[src/rtl/multicycle_control_pkg.sv]
// multicycle_control_pkg: state, opcode, funct and mux-select encodings shared by the control FSM
package mc_pkg;
  typedef enum logic [3:0] {
    FETCH    = 4'd0,
    DECODE   = 4'd1,
    EXEC_R   = 4'd2,
    EXEC_I   = 4'd3,
    MEM_ADDR = 4'd4,
    MEM_RD   = 4'd5,
    MEM_WR   = 4'd6,
    WB_ALU   = 4'd7,
    WB_MEM   = 4'd8,
    BRANCH   = 4'd9,
    JAL      = 4'd10,
    TRAP     = 4'd11
  } state_t;
  localparam logic [6:0] OP_R   = 7'd51;
  localparam logic [6:0] OP_I   = 7'd19;
  localparam logic [6:0] OP_LW  = 7'd3;
  localparam logic [6:0] OP_SW  = 7'd35;
  localparam logic [6:0] OP_BR  = 7'd99;
  localparam logic [6:0] OP_JAL = 7'd111;
  localparam logic [2:0] F3_ADD = 3'd0;
  localparam logic [2:0] F3_AND = 3'd7;
  localparam logic [2:0] F3_OR  = 3'd6;
  localparam logic [6:0] F7_BASE = 7'd0;
  localparam logic [6:0] F7_SUB  = 7'd32;
  localparam logic [2:0] ALU_ADD = 3'b010;
  localparam logic [2:0] ALU_SUB = 3'b110;
  localparam logic [2:0] ALU_AND = 3'b000;
  localparam logic [2:0] ALU_OR  = 3'b001;
  localparam logic [1:0] PC_ALU    = 2'b00;
  localparam logic [1:0] PC_ALUOUT = 2'b01;
  localparam logic [1:0] A_PC    = 2'b00;
  localparam logic [1:0] A_RS1   = 2'b01;
  localparam logic [1:0] A_OLDPC = 2'b10;
  localparam logic [1:0] B_RS2   = 2'b00;
  localparam logic [1:0] B_FOUR  = 2'b01;
  localparam logic [1:0] B_IMM   = 2'b10;
  localparam logic [1:0] B_BRIMM = 2'b11;
  localparam logic [1:0] WB_ALUOUT = 2'b00;
  localparam logic [1:0] WB_MDR    = 2'b01;
  localparam logic [1:0] WB_PC4    = 2'b10;
endpackage

[src/rtl/multicycle_control_if.sv]
// multicycle_control_if: control bundle between the FSM (master) and the datapath/memory (slave)
interface multicycle_control_if;
  logic [31:0] instr;
  logic        mem_ready;
  logic        mem_req;
  logic        mem_we;
  logic        i_or_d;
  logic        ir_write;
  logic        pc_write;
  logic        pc_write_cond;
  logic        branch_ne;
  logic [1:0]  pc_src;
  logic [1:0]  alu_src_a;
  logic [1:0]  alu_src_b;
  logic [2:0]  alu_ctrl;
  logic        reg_write;
  logic [1:0]  mem_to_reg;
  logic        illegal;
  logic [3:0]  state;
  modport master (
    input  instr, mem_ready,
    output mem_req, mem_we, i_or_d, ir_write, pc_write, pc_write_cond, branch_ne,
           pc_src, alu_src_a, alu_src_b, alu_ctrl, reg_write, mem_to_reg, illegal, state
  );
  modport slave (
    output instr, mem_ready,
    input  mem_req, mem_we, i_or_d, ir_write, pc_write, pc_write_cond, branch_ne,
           pc_src, alu_src_a, alu_src_b, alu_ctrl, reg_write, mem_to_reg, illegal, state
  );
endinterface

[src/rtl/multicycle_control_alu_decoder.sv]
// alu_decoder: maps funct3/funct7 to an ALU op and flags encodings the ALU cannot execute
module alu_decoder
  import mc_pkg::*;
(
  input  logic       i_r_type,
  input  logic [2:0] i_funct3,
  input  logic [6:0] i_funct7,
  output logic [2:0] o_alu_ctrl,
  output logic       o_funct_illegal
);
  assign o_alu_ctrl = i_funct3 == F3_AND ? ALU_AND
                    : i_funct3 == F3_OR  ? ALU_OR
                    : (i_r_type && i_funct7 == F7_SUB) ? ALU_SUB : ALU_ADD;
  // I-type ignores funct7; R-type only allows sub alongside funct3 add
  assign o_funct_illegal = !(i_funct3 inside {F3_ADD, F3_AND, F3_OR})
                         || (i_r_type && !(i_funct7 == F7_BASE || (i_funct7 == F7_SUB && i_funct3 == F3_ADD)));
endmodule

[src/rtl/multicycle_control.sv]
// multicycle_control: FETCH/DECODE/EXECUTE/MEM/WRITEBACK sequencer sharing one memory port
module multicycle_control
  import mc_pkg::*;
#(
  parameter bit SUPPORT_JAL = 1'b1,
  parameter int MEM_TIMEOUT = 16
) (
  input logic clk,
  input logic rstn,
  multicycle_control_if.master bus
);
  localparam int CW = $clog2(MEM_TIMEOUT + 1);
  state_t        r_state;
  state_t        w_next;
  logic [CW-1:0] r_cnt;
  logic [6:0]    w_op;
  logic [2:0]    w_f3;
  logic [6:0]    w_f7;
  logic [2:0]    w_alu_ctrl;
  logic          w_funct_ill;
  logic          w_wait;
  logic          w_timeout;
  assign w_op = bus.instr[6:0];
  assign w_f3 = bus.instr[14:12];
  assign w_f7 = bus.instr[31:25];
  assign w_wait = bus.mem_req && !bus.mem_ready;
  assign w_timeout = w_wait && r_cnt == CW'(MEM_TIMEOUT - 1);
  assign bus.state = r_state;
  alu_decoder u_alu_decoder (
    .i_r_type       (w_op == OP_R),
    .i_funct3       (w_f3),
    .i_funct7       (w_f7),
    .o_alu_ctrl     (w_alu_ctrl),
    .o_funct_illegal(w_funct_ill)
  );
  // next state; a memory wait that runs out overrides everything and TRAP is absorbing
  always_comb begin
    w_next = r_state;
    case (r_state)
      FETCH:    w_next = bus.mem_ready ? DECODE : FETCH;
      DECODE:   w_next = w_op == OP_R ? EXEC_R
                       : w_op == OP_I ? (w_funct_ill ? TRAP : EXEC_I)
                       : (w_op == OP_LW || w_op == OP_SW) ? MEM_ADDR
                       : (w_op == OP_BR && w_f3[2:1] == 2'b00) ? BRANCH
                       : (w_op == OP_JAL && SUPPORT_JAL) ? JAL : TRAP;
      EXEC_R:   w_next = w_funct_ill ? TRAP : WB_ALU;
      EXEC_I:   w_next = WB_ALU;
      MEM_ADDR: w_next = w_op == OP_LW ? MEM_RD : MEM_WR;
      MEM_RD:   w_next = bus.mem_ready ? WB_MEM : MEM_RD;
      MEM_WR:   w_next = bus.mem_ready ? FETCH : MEM_WR;
      WB_ALU, WB_MEM, BRANCH, JAL: w_next = FETCH;
      default:  w_next = TRAP;
    endcase
    if (w_timeout) w_next = TRAP;
  end
  // state register and wait counter, which restarts whenever the state moves
  always_ff @(posedge clk or negedge rstn) begin
    if (!rstn) begin
      r_state <= FETCH;
      r_cnt   <= '0;
    end else begin
      r_state <= w_next;
      r_cnt   <= (w_next != r_state) ? '0 : w_wait ? r_cnt + CW'(1) : r_cnt;
    end
  end
  // Moore outputs per state; FETCH also follows mem_ready and is silenced while in reset
  always_comb begin
    bus.mem_req       = 1'b0;
    bus.mem_we        = 1'b0;
    bus.i_or_d        = 1'b0;
    bus.ir_write      = 1'b0;
    bus.pc_write      = 1'b0;
    bus.pc_write_cond = 1'b0;
    bus.branch_ne     = 1'b0;
    bus.pc_src        = PC_ALU;
    bus.alu_src_a     = A_PC;
    bus.alu_src_b     = B_RS2;
    bus.alu_ctrl      = ALU_ADD;
    bus.reg_write     = 1'b0;
    bus.mem_to_reg    = WB_ALUOUT;
    bus.illegal       = 1'b0;
    case (r_state)
      FETCH: begin
        bus.mem_req   = rstn;
        bus.alu_src_b = B_FOUR;
        bus.ir_write  = rstn && bus.mem_ready;
        bus.pc_write  = rstn && bus.mem_ready;
      end
      DECODE: begin
        bus.alu_src_a = A_OLDPC;
        bus.alu_src_b = B_BRIMM;
      end
      EXEC_R: begin
        bus.alu_src_a = A_RS1;
        bus.alu_ctrl  = w_alu_ctrl;
      end
      EXEC_I: begin
        bus.alu_src_a = A_RS1;
        bus.alu_src_b = B_IMM;
        bus.alu_ctrl  = w_alu_ctrl;
      end
      MEM_ADDR: begin
        bus.alu_src_a = A_RS1;
        bus.alu_src_b = B_IMM;
      end
      MEM_RD: begin
        bus.mem_req = 1'b1;
        bus.i_or_d  = 1'b1;
      end
      MEM_WR: begin
        bus.mem_req = 1'b1;
        bus.mem_we  = 1'b1;
        bus.i_or_d  = 1'b1;
      end
      WB_ALU: bus.reg_write = 1'b1;
      WB_MEM: begin
        bus.reg_write  = 1'b1;
        bus.mem_to_reg = WB_MDR;
      end
      BRANCH: begin
        bus.alu_src_a     = A_RS1;
        bus.alu_ctrl      = ALU_SUB;
        bus.pc_write_cond = 1'b1;
        bus.branch_ne     = w_f3[0];
        bus.pc_src        = PC_ALUOUT;
      end
      JAL: begin
        bus.reg_write  = 1'b1;
        bus.mem_to_reg = WB_PC4;
        bus.pc_write   = 1'b1;
        bus.pc_src     = PC_ALUOUT;
      end
      TRAP: bus.illegal = 1'b1;
      default: ;
    endcase
  end
endmodule

[src/flat_wrapper.sv]
// flat-port wrapper written by rule: the top's interface ports become plain ports
module multicycle_control_flat import mc_pkg::*;
#(
  parameter bit SUPPORT_JAL = 1'b1,
  parameter int MEM_TIMEOUT = 16
)
  (clk, rstn, bus_instr, bus_mem_ready, bus_mem_req, bus_mem_we, bus_i_or_d, bus_ir_write, bus_pc_write, bus_pc_write_cond, bus_branch_ne, bus_pc_src, bus_alu_src_a, bus_alu_src_b, bus_alu_ctrl, bus_reg_write, bus_mem_to_reg, bus_illegal, bus_state);
  multicycle_control_if bus_i ();
  input logic clk;
  input logic rstn;
  input wire logic [$bits(bus_i.instr)-1:0] bus_instr;
  input wire logic [$bits(bus_i.mem_ready)-1:0] bus_mem_ready;
  output wire logic [$bits(bus_i.mem_req)-1:0] bus_mem_req;
  output wire logic [$bits(bus_i.mem_we)-1:0] bus_mem_we;
  output wire logic [$bits(bus_i.i_or_d)-1:0] bus_i_or_d;
  output wire logic [$bits(bus_i.ir_write)-1:0] bus_ir_write;
  output wire logic [$bits(bus_i.pc_write)-1:0] bus_pc_write;
  output wire logic [$bits(bus_i.pc_write_cond)-1:0] bus_pc_write_cond;
  output wire logic [$bits(bus_i.branch_ne)-1:0] bus_branch_ne;
  output wire logic [$bits(bus_i.pc_src)-1:0] bus_pc_src;
  output wire logic [$bits(bus_i.alu_src_a)-1:0] bus_alu_src_a;
  output wire logic [$bits(bus_i.alu_src_b)-1:0] bus_alu_src_b;
  output wire logic [$bits(bus_i.alu_ctrl)-1:0] bus_alu_ctrl;
  output wire logic [$bits(bus_i.reg_write)-1:0] bus_reg_write;
  output wire logic [$bits(bus_i.mem_to_reg)-1:0] bus_mem_to_reg;
  output wire logic [$bits(bus_i.illegal)-1:0] bus_illegal;
  output wire logic [$bits(bus_i.state)-1:0] bus_state;
  assign bus_i.instr = bus_instr;
  assign bus_i.mem_ready = bus_mem_ready;
  assign bus_mem_req = bus_i.mem_req;
  assign bus_mem_we = bus_i.mem_we;
  assign bus_i_or_d = bus_i.i_or_d;
  assign bus_ir_write = bus_i.ir_write;
  assign bus_pc_write = bus_i.pc_write;
  assign bus_pc_write_cond = bus_i.pc_write_cond;
  assign bus_branch_ne = bus_i.branch_ne;
  assign bus_pc_src = bus_i.pc_src;
  assign bus_alu_src_a = bus_i.alu_src_a;
  assign bus_alu_src_b = bus_i.alu_src_b;
  assign bus_alu_ctrl = bus_i.alu_ctrl;
  assign bus_reg_write = bus_i.reg_write;
  assign bus_mem_to_reg = bus_i.mem_to_reg;
  assign bus_illegal = bus_i.illegal;
  assign bus_state = bus_i.state;
  multicycle_control #(.SUPPORT_JAL(SUPPORT_JAL), .MEM_TIMEOUT(MEM_TIMEOUT)) u_core (.clk(clk), .rstn(rstn), .bus(bus_i));
endmodule
[config.mk]
export PLATFORM = sky130hd
export DESIGN_NAME = multicycle_control_flat
export DESIGN_NICKNAME = d
export VERILOG_FILES = /design/src/rtl/multicycle_control_pkg.sv /design/src/rtl/multicycle_control_if.sv /design/src/rtl/multicycle_control_alu_decoder.sv /design/src/rtl/multicycle_control.sv /design/src/flat_wrapper.sv
export SDC_FILE = /design/constraint.sdc
export NUM_CORES = 1
export LEC_CHECK = 0
export CAP_MARGIN = 20
export CORE_MARGIN = 3
export CORE_UTILIZATION = 42
export DETAILED_ROUTE_END_ITERATION = 6
export PLACE_DENSITY = 0.86
export SYNTH_ARGS = -nofsm -noshare
export SYNTH_HDL_FRONTEND = slang
export SYNTH_SLANG_ARGS = --single-unit
[constraint.sdc]
create_clock -name clk -period 3.9 [get_ports clk]
set_input_delay 0.975 -clock clk [delete_from_list [all_inputs] [get_ports clk]]
set_output_delay 0.975 -clock clk [all_outputs]
set_load 0.01 [all_outputs]
# Word-level counts from Yosys, hierarchy flattened

Index checks and enable logic that the tools add are counted.

Logic and storage cells: 83
Register bits: 9
Bits of input ports: 35
Output and inout bits: 24

Reductions and logical operators: 26
Add/subtract/negate cells: 1
Equal/unequal tests: 22
Multiplexer cells: 32

Operator list:

| kind                | number |
|---|---|
| $mux 4              | 8 |
| $pmux 4 s8          | 1 |
| $eq 7x6->1 const B  | 3 |
| $eq 4x3->1 const B  | 4 |
| $eq 4x4->1 const B  | 4 |
| $eq 7x7->1 const B  | 2 |
| $mux 3              | 4 |
| $mux 1              | 10 |
| $mux 5              | 2 |
| $eq 4x2->1 const B  | 2 |
| $pmux 2 s2          | 2 |
| $reduce_or 2->1     | 4 |
| $reduce_or 4->1     | 2 |
| $eq 7x2->1 const B  | 1 |
| $eq 7x5->1 const B  | 1 |
| $logic_and 1x1->1   | 7 |
| $logic_not 7->1     | 1 |
| $eq 3x3->1 const B  | 2 |
| $pmux 2 s3          | 1 |
| $pmux 3 s2          | 1 |
| $add 5x1->5 const B | 1 |
| $eq 5x4->1 const B  | 1 |
| $eq 4x1->1 const B  | 1 |
| $logic_not 4->1     | 1 |
| 10 further kinds    | 15 |

# Logic depth before layout (Yosys ltp)

Gate-level depths: netlist (run 1).

Depth after elaboration: 13
Gate-level depth with buffers: 9
Depth with buffers taken out: 9

# Cells and area by module

A second synthesis (run 1) with hierarchy kept.

Cell total of the unflattened synthesis: 151
Area, all modules: 1127.3 um2

Modules (own cells, without submodules):

| module             | cells each | sequential area each (um2) | times used | area an instance (um2) |
|---|---|---|---|---|
| multicycle_control | 141        | 225.2                      | 1          | 1064.8 |
| alu_decoder        | 10         | 0.0                        | 1          | 62.6 |

# Worst setup path before layout (run 1)

No wires, ideal clock.

Path kind: input-to-output
Start point: input bus_instr[2]
End point: output bus_alu_ctrl[2]
Data arrival time: 1774 ps
Stages: 5
Setup slack: 1151 ps
Required time: 2925 ps
Buffers on the path: 1
Cell sequence: nand4bb_1 -> clkbuf_1 -> nor3_1 -> nand4_1 -> o21ai_0

Cells in the longest elaborated chain, start to end: 6

RTL lines:

| item              | RTL line                             | RTL |
|---|---|---|
| start, declared   | flat_wrapper.sv:11                   | `input wire logic [$bits(bus_i.instr)-1:0] bus_instr;` |
| $eq 7x6->1        | multicycle_control.sv:30             | `.i_r_type (w_op == OP_R),` |
| $logic_and 1x1->1 | multicycle_control_alu_decoder.sv:13 | `: (i_r_type && i_funct7 == F7_SUB) ? ALU_SUB : ALU_ADD;` |
| $mux 3            | multicycle_control_alu_decoder.sv:13 |  |
| $mux 3            | multicycle_control_alu_decoder.sv:12 | `: i_funct3 == F3_OR ? ALU_OR` |
| $mux 3            | multicycle_control_alu_decoder.sv:11 | `assign o_alu_ctrl = i_funct3 == F3_AND ? ALU_AND` |
| $pmux 3 s2        | multicycle_control.sv:82             | `case (r_state)` |
| end, declared     | flat_wrapper.sv:23                   | `output wire logic [$bits(bus_i.alu_ctrl)-1:0] bus_alu_ctrl;` |

No other way between the ends.

# Worst setup path in the final report (run 1)

Start point: input bus_instr[5]
End point: output bus_alu_ctrl[2]

Same word-level chain as after synthesis.

==> results of run 1 <==
flip-flops by register name (all words and copies together), names as in the netlist:
name,count
u_core.r_cnt,5
u_core.bus.state,4
cell usage in the layout (no fill, tap or decap), types with 2 or more instances in the layout:
master	instances
a21o_1	2
nor4_1	6
nand2b_1	2
inv_1	6
dfrtp_1	9
or2_2	2
nor4b_1	3
a211oi_1	3
and2_1	4
o211ai_1	6
o31ai_1	4
a21oi_1	7
clkdlybuf4s50_1	42
nand4_1	3
xnor2_1	3
o21ai_0	12
ha_1	2
and3b_1	3
clkbuf_4	3
o31a_1	2
nand2_1	14
nor2b_1	2
nor2_1	16
and4_1	2
buf_4	5
nor3_1	10
routing by layer:
metal,part of all wire,global-route usage
met5,0,0
met1,0.41,0.257
met4,0.016,0.0861
met3,0.090,0.0368
met2,0.48,0.351
power by group through the flow:
stage | combinational, mW | sequential (mW) | clock [mW]
3_5_place_dp | 0.0384 | 0.0951 | 0
2_1_floorplan | 0.00992 | 0.0951 | 0
5_1_grt | 0.0415 | 0.0932 | 0.0798
6_report | 0.0389 | 0.0933 | 0.0718
4_1_cts | 0.0388 | 0.0933 | 0.0760
3_3_place_gp | 0.0378 | 0.0951 | 0
worst register-to-register path, delay by kind of cell (launching register included):
family	cells	cell delay, ns
AND/OR/NAND/NOR	3	1.38
flip-flops	1	0.64
AO/OA/AOI/OAI	2	0.44
XOR/XNOR	1	0.10
worst min path at each step:
| stage | end | slack, ns |
|---|---|---|
| after CTS | u_core.r_cnt[2]$_DFFE_PN0P_ | 0.61 |
| after floorplan | u_core.r_cnt[2]$_DFFE_PN0P_ | 0.55 |
| final | u_core.r_cnt[2]$_DFFE_PN0P_ | 0.62 |
| after global placement | u_core.r_cnt[2]$_DFFE_PN0P_ | 0.58 |
| after global routing | u_core.r_cnt[3]$_DFFE_PN0P_ | 0.67 |
| after detailed placement | u_core.r_cnt[2]$_DFFE_PN0P_ | 0.60 |
cell type report:
type / instances / share of cell area
flip-flops and latches: 9 / 0.143
clock inverters: 1 / 0.00319
clock buffers: 3 / 0.0143
well taps: 28 / 0.0223
multi-input cells: 127 / 0.511
inverters: 6 / 0.0143
repair buffers: 47 / 0.292
logic make-up after synthesis:
group	Yosys count	synth area share
xor gates and xnor gates	4	0.0322
buffers and inverters	15	0.0552
muxes	1	0.0104
other	1	0.00345
and+or+nand+nor	76	0.394
DFF	9	0.207
AOI/OAI and AO/OA	43	0.275
adders and majority gates	2	0.0230
stage by stage:
| stage | hold WS [ns] | area [sq um] | utilization | worst slack, ns |
|---|---|---|---|---|
| CTS | 0.612 | 1570 | 0.671 | 0.200 |
| floorplan | 0.554 | 1090 | - | 1.15 |
| global route | 0.673 | 1570 | 0.671 | 0.137 |
| global placement | 0.579 | 1540 | 0.659 | 0.229 |
| finish | 0.618 | 1570 | 0.671 | 0.225 |
| detailed placement | 0.596 | 1540 | 0.659 | 0.224 |
==> qor.yml, run 1 <==
status: "finished, final reports clean"
cts-buffers-inserted: 3
placedCellCount: 217
yosys.area.top_type: "dfrtp_1"
wire_per_inst_microns: 15.3
overflow: 0
critPathLaunchType: "input pin"
leakage_nw: 0.628
start_util: 0.465
cts_setup_buffers: 0
synth_area_leaders: "dfrtp_1, o21ai_0, nor2_1"
die_h_microns: 56.9
seq_area_sq_um: 225
hold_viol_final: 0
endpoint: "bus_alu_ctrl[2]"
die_width_microns: 56.9
setup_viol: 0
vias_per_cell: 6.09
synth_edf_count: 0
num_rows: 17
drive_gt1_frac: 0.0829
tightest_slew_ns: 0.706
min-delay-start: "u_core.r_cnt[2]$_DFFE_PN0P_"
synth.most_common_cell: "nor2_1"
reg2reg_from: "u_core.bus.state[1]$_DFF_PN0_"
cp.depth: 6
cts_buffer_depth: 2
clock_sinks: 9
vias: 1346
synth_area_sq_um: 1090
fillers: 195
ant_nets: 0
io_pins: 59
path_common_cell: "clkdlybuf4s50_1"
internal_power_uw: 154
cts_resized: 0
maxSlewHeadroom: 0.529
hold_depth: 3
rr_worst_depth: 6
crit_required_ns: 2.92
postRouteWirelength_microns: 3380
path_class: "input pin to primary output"
synth_nets: 188
hp-class: "flip-flop to flip-flop"
die_area_sq_um: 3240
rsz0062_at_grt: "false"
cts_tree: "done"
drc_errors: 0
grt_pass1_vias: 1266
power_frac_clock: 0.352
netlist_top_cells_count: "nor2_1, nand2_1, o21ai_0"
fmax_mhz: 272
area_delta_synth_final_pct: 44.4
synth.yosys.warnings: 0
synth-seq-cells: 9
async_flop_share: 1.00
cts_root_buf: "clkbuf_4"
finalNetCount: 231
reg2reg_slack_ns: 1.22
layout_min_cycle_time_ns: 3.67
power_switching_uw: 49.6
cp_max_fo: 5
crit_start: "bus_instr[5]"
grt_max_degree: 25
r2r_end: "u_core.r_cnt[4]$_DFFE_PN0P_"
cellPowerDensity_nw_per_um2: 130
io_buffers: 42
clk_latency_ns: 0.27
htree_levels: 1
pwr-share-seq: 0.457
drv_slew: 0
cts_hold_buf: 0
fin_cells: 221
fin_setup_tns_ns: 0
crit_chain: "clkdlybuf4s50_1, nand2_1, nor3_1, nand4_1, o21ai_0, clkdlybuf4s50_1"
multiInputGateArea_sq_um: 802
grt_first_pass_wirelength_microns: 5600
dp_hpwl_microns: 2530
gp_congestion: 0.846
crit_arrival_ns: 2.70
endpoint_kind: "primary output"
synth.avg_cell_area_sq_um: 7.20
diodes: 0
cap_violations: 0
yosysSeqAreaShare: 0.207
grtUsageTotal: 0.208
antenna_found_initial: 0
cp_slowest_cell: "clkdlybuf4s50_1"
ir_drop_uv: 157
critPathTopFamily: "buffers and inverters"
power.total_uw: 204
synth.top_cell.area_share: 0.207
cp_num_buf_inv: 2
synth_top_flop_cell: "dfrtp_1"
ys_types: 45
drt_iter0_markers: 49
clk_pin_slew_worst_paths_ns: 0.06
skew_ns: 0.00762
drt_first_pass_iters: 4
syn_inst: 151
combPwrFrac: 0.191
critPathMaxStageDelay_ns: 0.57
core-area_sq_um: 2340
p_sw_frac: 0.243
layout_worst_path_cycle_share: 0.942
Power figures use the tool's default switching activity.
==> inputs of run 2 (changes only) <==
Settings changed: CAP_MARGIN 20 to default.
==> results of run 2 <==
The final DEF is identical to that of run 1; final timing and power are the same.
==> inputs of run 3 (changes only) <==
Settings changed: CORE_UTILIZATION 42 to 39, PLACE_DENSITY 0.86 to 0.8.
Clock period 3.9 ns to 4 ns, I/O delays scaled along.
==> run 3 against run 2 <==
Net effect: routed wire length is 0.86% higher; first-iteration DRC count is 49% higher; combinational power fell by 3%; register-to-register slack improved by 0.08 ns; total power down 2.3%; sequential power is 2.5% lower; critical path depth stayed put; hold slack worse by 0.0094 ns; sequential share of layout area barely moved.
==> qor.yml, run 3 (same netlist as run 1, synthesis figures left out) <==
status: "finished, final reports clean"
cts_tree: "done"
cap_violations: 0  # unchanged
fin_setup_tns_ns: 0  # unchanged
antenna_found_initial: 0  # unchanged
path_common_cell: "clkdlybuf4s50_1"
finalNetCount: 230  # -0.43%
crit_chain: "clkdlybuf4s50_1, nand4bb_1, nor3_1, nand4_1, o21ai_0, clkdlybuf4s50_1"
core-area_sq_um: 2570  # +9.7%
cp_slowest_cell: "clkdlybuf4s50_1"
cts_setup_buffers: 0  # unchanged
cts_buffer_depth: 2  # unchanged
layout_worst_path_cycle_share: 0.965
grtUsageTotal: 0.198  # -0.0101
largest_reg_flops: 5  # unchanged
vias: 1306  # -3.0%
hold_depth: 3  # unchanged
endpoint_kind: "primary output"
fmax_mhz: 259
skew_ns: 0.00889  # +0.00127 ns
final_common_cell: "clkdlybuf4s50_1"
drc_errors: 0  # unchanged
hp-class: "flip-flop to flip-flop"
cp_num_buf_inv: 2  # unchanged
critPathLaunchType: "input pin"
critPathMaxStageDelay_ns: 0.58  # about the same
die_width_microns: 58.8  # +3.4%
drt_first_pass_iters: 4  # unchanged
grt_first_pass_wirelength_microns: 5460  # -2.5%
diodes: 0  # unchanged
drive_gt1_frac: 0.0781  # -0.00478
start_util: 0.423  # -0.0412
gp_congestion: 0.949  # +12%
grt_pass1_vias: 1207  # -4.7%
die_area_sq_um: 3460  # +6.9%
cts_hold_buf: 0  # unchanged
htree_levels: 1  # unchanged
ant_nets: 0  # unchanged
wire_per_inst_microns: 15.4  # +0.40%
leakage_nw: 0.623  # -0.87%
rsz0062_at_grt: "false"
cp.depth: 6  # unchanged
overflow: 0  # unchanged
num_rows: 18  # +1
cts_resized: 0  # unchanged
cellPowerDensity_nw_per_um2: 127  # -1.9%
crit_arrival_ns: 2.86  # +0.16 ns
clock_sinks: 9  # unchanged
grt_max_degree: 25  # unchanged
vias_per_cell: 5.88  # -3.4%
dp_slack_ns: 0.151  # -0.0726 ns
io_pins: 59  # unchanged
area_delta_synth_final_pct: 44.0
regMostFlops: "u_core.r_cnt"
rr_worst_depth: 6  # unchanged
fin_ws_ns: 0.139  # -0.0867 ns
crit_required_ns: 3.00  # +0.08 ns
drv_slew: 0  # unchanged
layout_min_cycle_time_ns: 3.86
cts-buffers-inserted: 3  # unchanged
cts_root_buf: "clkbuf_4"
ir_drop_uv: 229  # +46%
drt_iter0_markers: 73  # +49%
path_class: "input pin to primary output"
critPathTopFamily: "buffers and inverters"
postRouteWirelength_microns: 3410  # +0.86%
tightest_slew_ns: 0.693  # -0.0134 ns
hold_viol_final: 0  # unchanged
setup_viol: 0  # unchanged
dp_hpwl_microns: 2630  # +3.9%
die_h_microns: 58.8  # +3.4%
clk_pin_slew_worst_paths_ns: 0.06  # about the same
final_cell_mix: "clkdlybuf4s50_1, nor2_1, nand2_1"
io_buffers: 42  # unchanged
clk_latency_ns: 0.27  # about the same
maxSlewHeadroom: 0.538  # +0.00895
cp_max_fo: 3  # -2
## run 3: changes by cell type in the layout (fill, tap and decap cells not counted)
cell | before | now
buf_4 | 5 | 4
## run 3: power by group
part	internal [mW]	leakage (nW)	switching (mW)	total (mW)
Sequential	0.0910	0.110	0	0.0910
Combinational	0.0226	0.495	0.0153	0.0379
Clock	0.0369	0.0177	0.0337	0.0706
## run 3: stage by stage
stage                      util  cells  instance area (sq um)  power (mW)  hold WS (ns)
after floorplan               -    151                   1090       0.102         0.554
after global placement    0.599    218                   1540       0.129         0.579
after detailed placement  0.599    218                   1540       0.130         0.599
after CTS                 0.610    222                   1570       0.203         0.611
after global routing      0.610    222                   1570       0.210         0.644
final                     0.610    222                   1570       0.199         0.609
## run 3: worst min-delay path, stage by stage (launching register included)
cell      delay, ns
dfrtp_1        0.36
xnor2_1        0.08
o211ai_1       0.09
nor3_1         0.05
## run 3: cell type report
type / instances / area [sq um]
timing repair buffer: 46 / 450
inverter: 6 / 22.5
tap: 30 / 37.5
sequential: 9 / 225
clock inverter: 1 / 5.00
fill: 257 / 1000
clock buffer: 3 / 22.5
multi-input combinational: 127 / 802
## run 3: final timing paths
path / startpoint / endpoint / slack [ns]
worst min-delay path: u_core.r_cnt[3]$_DFFE_PN0P_ / u_core.r_cnt[3]$_DFFE_PN0P_ / 0.61
worst min register to register: u_core.r_cnt[3]$_DFFE_PN0P_ / u_core.r_cnt[3]$_DFFE_PN0P_ / 0.61
max in group asynchronous: rstn / u_core.bus.state[3]$_DFF_PN0_ / 2.72
min in group asynchronous: rstn / u_core.bus.state[1]$_DFF_PN0_ / 1.12
worst max-delay path: bus_instr[2] / bus_alu_ctrl[2] / 0.14
worst max register to register: u_core.bus.state[1]$_DFF_PN0_ / u_core.r_cnt[4]$_DFFE_PN0P_ / 1.30
## run 3: metal layers
metal  vias up  routed length, microns  track usage
li1        649                       -            -
met1       605                    1360        0.252
met2        50                    1690        0.344
met3         2                     332       0.0285
met4         0                      29       0.0583
met5         -                       0            0
